<file path="src/rtl/muldiv_pkg.sv">
// muldiv_pkg: shared state encoding, funct3 codes and divide special-case constants.
package muldiv_pkg;
  typedef enum logic [1:0] {S_IDLE, S_BUSY, S_FIX, S_DONE} muldiv_state_t;
  localparam logic [2:0] MD_MUL    = 3'b000;
  localparam logic [2:0] MD_MULH   = 3'b001;
  localparam logic [2:0] MD_MULHSU = 3'b010;
  localparam logic [2:0] MD_MULHU  = 3'b011;
  localparam logic [2:0] MD_DIV    = 3'b100;
  localparam logic [2:0] MD_DIVU   = 3'b101;
  localparam logic [2:0] MD_REM    = 3'b110;
  localparam logic [2:0] MD_REMU   = 3'b111;
  localparam logic [31:0] MD_DIV0_QUOT = 32'hFFFF_FFFF;
  localparam logic [31:0] MD_INT_MIN   = 32'h8000_0000;
endpackage

</file>
<file path="src/rtl/muldiv_sequencer_if.sv">
// muldiv_sequencer_if: Execute-stage request/stall/result bundle for the M-extension unit.
interface muldiv_sequencer_if #(parameter int XLEN = 32);
  logic            start_i;
  logic [2:0]      op_i;
  logic [XLEN-1:0] src_a_i;
  logic [XLEN-1:0] src_b_i;
  logic            flush_e_i;
  logic            stall_o;
  logic            busy_o;
  logic            done_o;
  logic [XLEN-1:0] result_o;
  modport master (output start_i, op_i, src_a_i, src_b_i, flush_e_i, input stall_o, busy_o, done_o, result_o);
  modport slave (input start_i, op_i, src_a_i, src_b_i, flush_e_i, output stall_o, busy_o, done_o, result_o);
endinterface

</file>
<file path="src/rtl/muldiv_datapath.sv">
// muldiv_datapath: one-bit-per-cycle shift-add multiplier / restoring divider with sign fix-up.
// MULDIV_DIV_EN adds the restoring-divide step; without it only the multiply step exists.
module muldiv_datapath import muldiv_pkg::*; #(
  parameter int XLEN = 32
) (
  input  logic            clk_i,
  input  logic            reset_n_i,
  input  logic            load_i,
  input  logic            step_i,
  input  logic [2:0]      op_i,
  input  logic [XLEN-1:0] a_i,
  input  logic [XLEN-1:0] b_i,
  input  logic            neg_i,
  input  logic            rneg_i,
  output logic [XLEN-1:0] res_o
);
  logic [2*XLEN-1:0] acc_q, acc_d, prod;
  logic [XLEN-1:0] b_q, quot, rem;
  logic [XLEN:0] sum;
`ifdef MULDIV_DIV_EN
  logic borrow;
  logic [XLEN-1:0] rdiff;
`endif
  always_ff @(posedge clk_i)
    if (!reset_n_i) begin
      acc_q <= '0;
      b_q   <= '0;
    end else if (load_i) begin
      acc_q <= {{XLEN{1'b0}}, a_i};
      b_q   <= b_i;
    end else if (step_i)
      acc_q <= acc_d;
  // acc holds {product_hi, multiplier} for multiply and {remainder, quotient} for divide
  always_comb begin
    sum   = {1'b0, acc_q[2*XLEN-1:XLEN]} + (acc_q[0] ? {1'b0, b_q} : '0);
    acc_d = {sum, acc_q[XLEN-1:1]};
`ifdef MULDIV_DIV_EN
    {borrow, rdiff} = acc_q[2*XLEN-1:XLEN-1] - {1'b0, b_q};
    if (op_i[2])
      acc_d = borrow ? {acc_q[2*XLEN-2:0], 1'b0} : {rdiff, acc_q[XLEN-2:0], 1'b1};
`endif
    prod  = neg_i ? -acc_q : acc_q;
    quot  = neg_i ? -acc_q[XLEN-1:0] : acc_q[XLEN-1:0];
    rem   = rneg_i ? -acc_q[2*XLEN-1:XLEN] : acc_q[2*XLEN-1:XLEN];
    res_o = op_i == MD_MUL ? prod[XLEN-1:0] : !op_i[2] ? prod[2*XLEN-1:XLEN] : !op_i[1] ? quot : rem;
  end
endmodule

</file>
<file path="src/rtl/muldiv_sequencer.sv">
// muldiv_sequencer: FSM, iteration counter, stall/done and operand latching for the RV32M unit.
// MULDIV_DIV_EN enables divide and its special cases; otherwise divides complete at once with 0.
module muldiv_sequencer import muldiv_pkg::*; #(
  parameter int XLEN  = 32,
  parameter int ITERS = XLEN
) (
  input logic               clk_i,
  input logic               reset_n_i,
  muldiv_sequencer_if.slave bus
);
  localparam int CW = $clog2(ITERS + 1);
  muldiv_state_t state_q, state_d;
  logic [CW-1:0] cnt_q, cnt_d;
  logic [2:0] op_q;
  logic neg_q, rneg_q, a_neg, b_neg, accept, special, step;
  logic [XLEN-1:0] result_q, result_d, abs_a, abs_b, special_res, dp_res;
  always_ff @(posedge clk_i)
    if (!reset_n_i) begin
      state_q  <= S_IDLE;
      cnt_q    <= '0;
      result_q <= '0;
      op_q     <= MD_MUL;
      neg_q    <= 1'b0;
      rneg_q   <= 1'b0;
    end else begin
      state_q  <= state_d;
      cnt_q    <= cnt_d;
      result_q <= result_d;
      if (accept) begin
        op_q   <= bus.op_i;
        neg_q  <= a_neg ^ b_neg;
        rneg_q <= a_neg;
      end
    end
  always_comb begin
    accept = state_q == S_IDLE && bus.start_i && !bus.flush_e_i;
    a_neg  = bus.src_a_i[XLEN-1] && (bus.op_i inside {MD_MULH, MD_MULHSU, MD_DIV, MD_REM});
    b_neg  = bus.src_b_i[XLEN-1] && (bus.op_i inside {MD_MULH, MD_DIV, MD_REM});
    abs_a  = a_neg ? -bus.src_a_i : bus.src_a_i;
    abs_b  = b_neg ? -bus.src_b_i : bus.src_b_i;
`ifdef MULDIV_DIV_EN
    special = bus.op_i[2] && (bus.src_b_i == '0 ||
              (!bus.op_i[0] && bus.src_a_i == MD_INT_MIN && bus.src_b_i == '1));
    special_res = bus.src_b_i == '0 ? (bus.op_i[1] ? bus.src_a_i : MD_DIV0_QUOT)
                                    : (bus.op_i[1] ? '0 : MD_INT_MIN);
`else
    special     = bus.op_i[2];
    special_res = '0;
`endif
    step     = state_q == S_BUSY;
    cnt_d    = accept ? '0 : step ? cnt_q + 1'b1 : cnt_q;
    result_d = accept && special ? special_res :
               state_q == S_FIX && !bus.flush_e_i ? dp_res : result_q;
    state_d  = bus.flush_e_i ? S_IDLE :
               state_q == S_IDLE ? (accept ? (special ? S_DONE : S_BUSY) : S_IDLE) :
               state_q == S_BUSY ? (cnt_q == CW'(ITERS - 1) ? S_FIX : S_BUSY) :
               state_q == S_FIX  ? S_DONE : S_IDLE;
  end
  assign bus.stall_o  = accept || state_q inside {S_BUSY, S_FIX};
  assign bus.busy_o   = state_q != S_IDLE;
  assign bus.done_o   = state_q == S_DONE;
  assign bus.result_o = result_q;
  muldiv_datapath #(.XLEN(XLEN)) u_dp (
    .clk_i(clk_i),
    .reset_n_i(reset_n_i),
    .load_i(accept),
    .step_i(step),
    .op_i(op_q),
    .a_i(abs_a),
    .b_i(abs_b),
    .neg_i(neg_q),
    .rneg_i(rneg_q),
    .res_o(dp_res)
  );
endmodule

</file>
<file path="src/flat_wrapper.sv">
// flat-port wrapper written by rule: the top's interface ports become plain ports
module muldiv_sequencer_flat import muldiv_pkg::*;
#(
  parameter int XLEN  = 32,
  parameter int ITERS = XLEN
)
  (clk_i, reset_n_i, bus_start_i, bus_op_i, bus_src_a_i, bus_src_b_i, bus_flush_e_i, bus_stall_o, bus_busy_o, bus_done_o, bus_result_o);
  muldiv_sequencer_if #(.XLEN(XLEN)) bus_i ();
  input logic clk_i;
  input logic reset_n_i;
  input wire logic [$bits(bus_i.start_i)-1:0] bus_start_i;
  input wire logic [$bits(bus_i.op_i)-1:0] bus_op_i;
  input wire logic [$bits(bus_i.src_a_i)-1:0] bus_src_a_i;
  input wire logic [$bits(bus_i.src_b_i)-1:0] bus_src_b_i;
  input wire logic [$bits(bus_i.flush_e_i)-1:0] bus_flush_e_i;
  output wire logic [$bits(bus_i.stall_o)-1:0] bus_stall_o;
  output wire logic [$bits(bus_i.busy_o)-1:0] bus_busy_o;
  output wire logic [$bits(bus_i.done_o)-1:0] bus_done_o;
  output wire logic [$bits(bus_i.result_o)-1:0] bus_result_o;
  assign bus_i.start_i = bus_start_i;
  assign bus_i.op_i = bus_op_i;
  assign bus_i.src_a_i = bus_src_a_i;
  assign bus_i.src_b_i = bus_src_b_i;
  assign bus_i.flush_e_i = bus_flush_e_i;
  assign bus_stall_o = bus_i.stall_o;
  assign bus_busy_o = bus_i.busy_o;
  assign bus_done_o = bus_i.done_o;
  assign bus_result_o = bus_i.result_o;
  muldiv_sequencer #(.XLEN(XLEN), .ITERS(ITERS)) u_core (.clk_i(clk_i), .reset_n_i(reset_n_i), .bus(bus_i));
endmodule
</file>
<file path="config.mk">
export PLATFORM = sky130hd
export DESIGN_NAME = muldiv_sequencer_flat
export DESIGN_NICKNAME = d
export VERILOG_FILES = /design/src/rtl/muldiv_pkg.sv /design/src/rtl/muldiv_sequencer_if.sv /design/src/rtl/muldiv_datapath.sv /design/src/rtl/muldiv_sequencer.sv /design/src/flat_wrapper.sv
export SDC_FILE = /design/constraint.sdc
export NUM_CORES = 1
export LEC_CHECK = 0
export ABC_AREA = 0
export ABC_CLOCK_PERIOD_IN_PS = 4000
export CAP_MARGIN = 30
export CORE_MARGIN = 2
export CORE_UTILIZATION = 35
export CTS_CLUSTER_DIAMETER = 120
export DETAILED_ROUTE_END_ITERATION = 6
export SLEW_MARGIN = 10
export SYNTH_ARGS = -nofsm -noshare
export SYNTH_HDL_FRONTEND = slang
export SYNTH_SLANG_ARGS = --single-unit
</file>
<file path="constraint.sdc">
create_clock -name clk_i -period 4 [get_ports clk_i]
set_clock_uncertainty 0.2 [all_clocks]
set_input_delay 0.6 -clock clk_i [delete_from_list [all_inputs] [get_ports clk_i]]
set_output_delay 0.6 -clock clk_i [all_outputs]
set_load 0.005 [all_outputs]
</file>
# After elaboration in Yosys (flattened, before gate mapping)
# Cells that the tools add are included.
[totals] in_bits=71 reg_bits=141
[op_classes] addsub=7 n_mux=17 n_eq_ne=8 bitwise=2 reduce_logical=18
[ops] op="2-to-1 mux 32 bit" count=10
[ops] op="negator 32 bit" count=4
[ops] op="2-to-1 mux 64 bit" count=1
[ops] op="negator 64 bit" count=1
[ops] op="adder 32 x 32 -> 33 bit" count=1
[ops] op="2-to-1 mux 2 bit" count=6
[ops] op="adder 6 x 1 -> 6 bit, second input constant" count=1
[ops] op="equality test 3 bit, second input constant" count=2
[ops] op="equality test 6 x 5 -> 1 bit, second input constant" count=1
[ops] op="logical AND 1 bit" count=6
[ops] op="nonzero test 2 bit" count=3
[ops] op="OR reduction 2 bit" count=3
[ops] op="equality test 2 bit, second input constant" count=2
[ops] op="nonzero test 4 bit" count=1
[ops] op="equality test 3 x 1 -> 1 bit, second input constant" count=1
[ops] op="equality test 3 x 2 -> 1 bit, second input constant" count=1
[ops] op="zero test 3 bit" count=1
[ops] op="nonzero test 3 bit" count=1
[ops] op="equality test 2 x 1 -> 1 bit, second input constant" count=1
[ops] op="zero test 2 bit" count=1
[ops] op="zero test 1 bit" count=1
[ops] op="logical OR 1 bit" count=1
[ops] op="inverter 1 bit" count=1
[ops] op="bitwise XOR 1 bit" count=1

# Longest topological paths before layout
[depth] word_depth=5 mapped_depth=13 ltp_nobuf=11

# Hierarchy
# Synthesis repeated with hierarchy kept, for this count alone.
[unflattened] hier_cells=1478 hier_area_um2=11199.5
[modules_own_cells] module="muldiv_datapath" area_per_inst_um2=8047.7 cells_per_inst=1054 n_inst=1 seq_area_each_um2=1921.8
[modules_own_cells] module="muldiv_sequencer" area_per_inst_um2=3151.8 cells_per_inst=424 n_inst=1 seq_area_each_um2=900.9

# Worst setup path before layout
# Ideal clock, no wire load.
[synth_timing] path_type="register to register" from="reg u_core.u_dp.acc_q[0]" to="reg u_core.u_dp.acc_q[61]" setup_time_ps=117 path_stages_with_launch=13 slack_ps=641 synth_period_minus_slack_ps=3359 required_ps=3683 arrival_ps=3041 path_buffers=1 cell_sequence="dfxtp_1 -> clkbuf_1 -> and2_1 -> ha_1 -> fa_1 -> a21oi_1 -> o21ai_0 -> a221o_1 -> a31oi_1 -> o31ai_1 -> a311oi_1 -> mux2i_1 -> nand2_1"
[synth_via] elab_chain_cells=2
[synth_lines] element="start: declaration" line_no="muldiv_datapath.sv:17" source="logic [2*XLEN-1:0] acc_q, acc_d, prod;"
[synth_lines] element="start signal: assignment" line_no="muldiv_datapath.sv:29" source="acc_q <= {{XLEN{1'b0}}, a_i};"
[synth_lines] element="2-to-1 mux 32 bit" line_no="muldiv_datapath.sv:35" source="sum = {1'b0, acc_q[2*XLEN-1:XLEN]} + (acc_q[0] ? {1'b0, b_q} : '0);"
[synth_lines] element="adder 32 x 32 -> 33 bit" line_no="muldiv_datapath.sv:35"
# No other way between the ends.
# A chain may end at the register's enable or synchronous reset.

# Worst setup path in the final report
# Same ends and word-level chain as after synthesis.

==> metrics.md <==
| Metric | Value |
|---|---|
| YS warnings | 0 |
| Synth top area share | 25.55% |
| Initial antenna violation count | 0 |
| Max Cap Violations | 0 |
| Rel. slew slack | 34.87% |
| F_max | 264.9 MHz |
| Place WS | 109.3 ps |
| Max FO, Critical Path | 20 |
| Starting density of the core | 35.29% |
| Register area | 0.002823 sq mm |
| Syn_nets | 1552 |
| CP Class | register to register |
| Pwr/cell area | 296.9 mW/mm^2 |
| Data arrival, critical path | 3900 ps |
| Crit-path slowest cell | a311oi_1 |
| Worst Setup EP | u_core.u_dp.acc_q[61]$_SDFFE_PP0P_ |
| PostCTS Resize Cnt | 0 |
| Power, Total | 0.003868 W |
| Nets | 1618 |
| R2r setup slk | 220 ps |
| Number of library cell types mapped by synthesis | 76 |
| Drt drc | 0 |
| Reg2reg end | u_core.u_dp.acc_q[61]$_SDFFE_PP0P_ |
| Via Count | 10822 |
| DR WL/cell | 17.99 um |
| Layout cells sized above 1 | 6.522% |
| I/O Pins | 106 |
| WL final | 34550 um |
| CTS Buffer Depth | 2 |
| Die ar. | 0.03301 sq mm |
| Post-route ant nets | 0 |
| Crit path cell chain | and2_1 > ha_1 > fa_1 > a21oi_1 > o21ai_0 > a221o_1 > a31oi_1 > o31ai_1 > a311oi_1 > mux2i_1 > nand2_1 |
| Most Crowded Layer GR | met2 |
| CTS Buf Count | 17 |
| Root Buffer | clkbuf_16 |
| Clock slew at reported path FFs | 70 ps |
| Max Slew Vio Count | 0 |
| Post-synthesis sequential area ratio | 25.55% |
| Met1 usage in global routing | 29.21% |
| Setup WS post-layout | 224.8 ps |
| Avg Cell Area, Syn | 7.678 sq um |
| Crit path time final | 3775 ps |
| Placer Congestion | 0.9102 |
| Gate Count Post-Synth | 1439 |
| Ys flop type | dfxtp_1 |
| Worst path required time | 4130 ps |
| RR Startpoint | u_core.u_dp.acc_q[0]$_SDFFE_PN0P_ |
| Via density | 5.636 |
| Setup crit end kind | register |
| Commonest cells in the netlist | 198 x nand2_1, 141 x dfxtp_1, 114 x o21ai_0 |
| CTS tree | built |
| First-pass iteration count of the detailed router | 6 |
| Final Cycle Share | 94.38% |
| Post-synth EDFFs | 0 |
| Footprint of the multi-input gates | 0.007741 sq mm |
| Clock sink total | 141 |
| Row count | 65 |
| Worst R2R Path Depth | 11 |
| Worst Tran Pin Value | 975.7 ps |
| Vias in the first global route | 9943 |
| Setup TNS | 0 ps |
| Synth top area cells | dfxtp_1 26%, xor2_1 6.9%, nand2_1 6.7% |
| Die Width | 181.7 um |
| Buffers on Ports | 105 |
| Final setup fails | 0 |
| Hpwl dp | 26620 um |
| GRT overflow | 0 |
| Crit path from | u_core.u_dp.acc_q[0]$_SDFFE_PN0P_ |
| Hold Path Class | register to register |
| Met2 Use GR | 31.25% |
| CP Launch Type | register |
| Post-synth ARST share | 0% |
| FF+latch count, synth | 141 |
| Max VDD drop | 0.0002680 V |
| Status | finished clean |
| Largest net degree at the start of global routing | 60 |
| H-tree depth | 4 |
| Final Hold Viols | 0 |
| Clock Latency Late Sink | 430 ps |
| Antenna diode count | 0 |
| P&R area growth vs syn | 17.89% |
| Mapped cell area | 0.01105 sq mm |
| Area leader, netlist | dfxtp_1 |
| Setup bufs post-CTS | 0 |
| Total Routing Usage GR | 20.69% |
| DRT iter0 DRCs | 993 |
| RSZ-0062 raised after global routing | no |
| Core Box Area | 0.03131 sq mm |
| Leak | 5.299 nW |
| Count leader, synth | nand2_1 |
| Slowest stage delay, CP | 500 ps |
| Die Y | 181.7 um |
| Routing usage on met3 | 3.891% |
| Fill cells | 3122 |
| Global-route wire length before repair | 54590 um |
| # hold bufs at CTS | 0 |
## layer usage
metal	part of all wire, %	vias to the layer above	wire length, um
li1	-	5322	-
met1	47	5075	16340
met2	44	372	15050
met3	6.2	53	2152
met4	2.9	0	999
met5	0	-	0
## stage by stage
stage / utilization, % / hold slack (ps) / instances / instance area (sq um)
floorplan: - / 215.5 / 1439 / 11050
global placement: 39.78 / 228.1 / 1888 / 12450
detailed placement: 39.78 / 228.4 / 1888 / 12450
CTS: 41.60 / 238.0 / 1920 / 13030
global route: 41.60 / 255.3 / 1920 / 13030
finish: 41.60 / 235.0 / 1920 / 13030
## where the power goes
| part | internal, W | total (W) | switching (W) |
|---|---|---|---|
| combinational | 0.000322 | 0.000769 | 0.000447 |
| clock | 0.000887 | 0.00156 | 0.000677 |
| sequential | 0.00146 | 0.00153 | 0.0000744 |
## how the worst min path moves through the flow
stage / start / to / slack, ps / cells after the start
4_1_cts: u_core.bus.result_o[8]$_SDFFE_PP0P_ / u_core.bus.result_o[8]$_SDFFE_PP0P_ / 240 / 2
6_report: u_core.bus.result_o[8]$_SDFFE_PP0P_ / u_core.bus.result_o[8]$_SDFFE_PP0P_ / 240 / 2
2_1_floorplan: u_core.u_dp.b_q[31]$_SDFFE_PN0P_ / u_core.u_dp.b_q[31]$_SDFFE_PN0P_ / 220 / 2
5_1_grt: u_core.bus.result_o[1]$_SDFFE_PP0P_ / u_core.bus.result_o[1]$_SDFFE_PP0P_ / 260 / 2
3_3_place_gp: u_core.bus.result_o[1]$_SDFFE_PP0P_ / u_core.bus.result_o[1]$_SDFFE_PP0P_ / 230 / 2
3_5_place_dp: u_core.bus.result_o[8]$_SDFFE_PP0P_ / u_core.bus.result_o[8]$_SDFFE_PP0P_ / 230 / 2
## kinds of logic after synthesis
| kind of cell | share of synthesized area, % |
|---|---|
| multiplexers | 4.835 |
| XOR/XNOR | 12.92 |
| adder cells (fa/ha/maj) | 4.824 |
| flip-flops | 25.55 |
| AO/OA/AOI/OAI | 23.47 |
| buffers and inverters | 4.575 |
| AND/OR/NAND/NOR | 23.83 |
## state kept, by name, indices dropped and copies added, names as in the netlist
register	cells
u_core.u_dp.acc_q	64
u_core.bus.result_o	32
u_core.neg_q	1
u_core.op_q	3
u_core.state_q	2
u_core.cnt_q	6
u_core.u_dp.b_q	32
u_core.rneg_q	1
## layout by cell type (no fill, tap or decap), types with 6 or more instances in the layout
| cell | n |
|---|---|
| a211oi_1 | 9 |
| a21o_1 | 13 |
| a21oi_1 | 77 |
| a221oi_1 | 10 |
| a31oi_1 | 9 |
| and2_1 | 45 |
| buf_4 | 34 |
| clkbuf_16 | 17 |
| clkdlybuf4s50_1 | 104 |
| dfxtp_1 | 141 |
| ha_1 | 40 |
| inv_1 | 22 |
| inv_6 | 6 |
| mux2i_1 | 50 |
| nand2_1 | 198 |
| nand2b_1 | 14 |
| nand3_1 | 26 |
| nand4_1 | 11 |
| nor2_1 | 103 |
| nor2b_1 | 14 |
| nor3_1 | 30 |
| nor4_1 | 14 |
| o211a_1 | 36 |
| o211ai_1 | 9 |
| o21a_1 | 11 |
| o21ai_0 | 114 |
| o221ai_1 | 9 |
| o22ai_1 | 7 |
| o311a_1 | 8 |
| o31ai_1 | 35 |
| o41ai_1 | 9 |
| or2_2 | 10 |
| or3_1 | 21 |
| or4_1 | 14 |
| xnor2_1 | 76 |
| xor2_1 | 87 |
## worst max-delay path: cells and delay by family (launching register included)
| family | cells | cell delay (ps) |
|---|---|---|
| compound gates | 6 | 1820 |
| fa+ha+maj | 2 | 630 |
| flops | 1 | 480 |
| mux | 1 | 250 |
| simple gates | 2 | 300 |
## cell type report
type | instances | share of cell area (%)
Clock inverter | 13 | 0.9893
Inverter | 23 | 0.6628
Timing Repair Buffer | 139 | 9.989
Sequential cell | 141 | 21.67
Tap cell | 402 | 3.861
Clock buffer | 19 | 3.400
Multi-Input combinational cell | 1183 | 59.43
(Power assumes the default switching activity.)
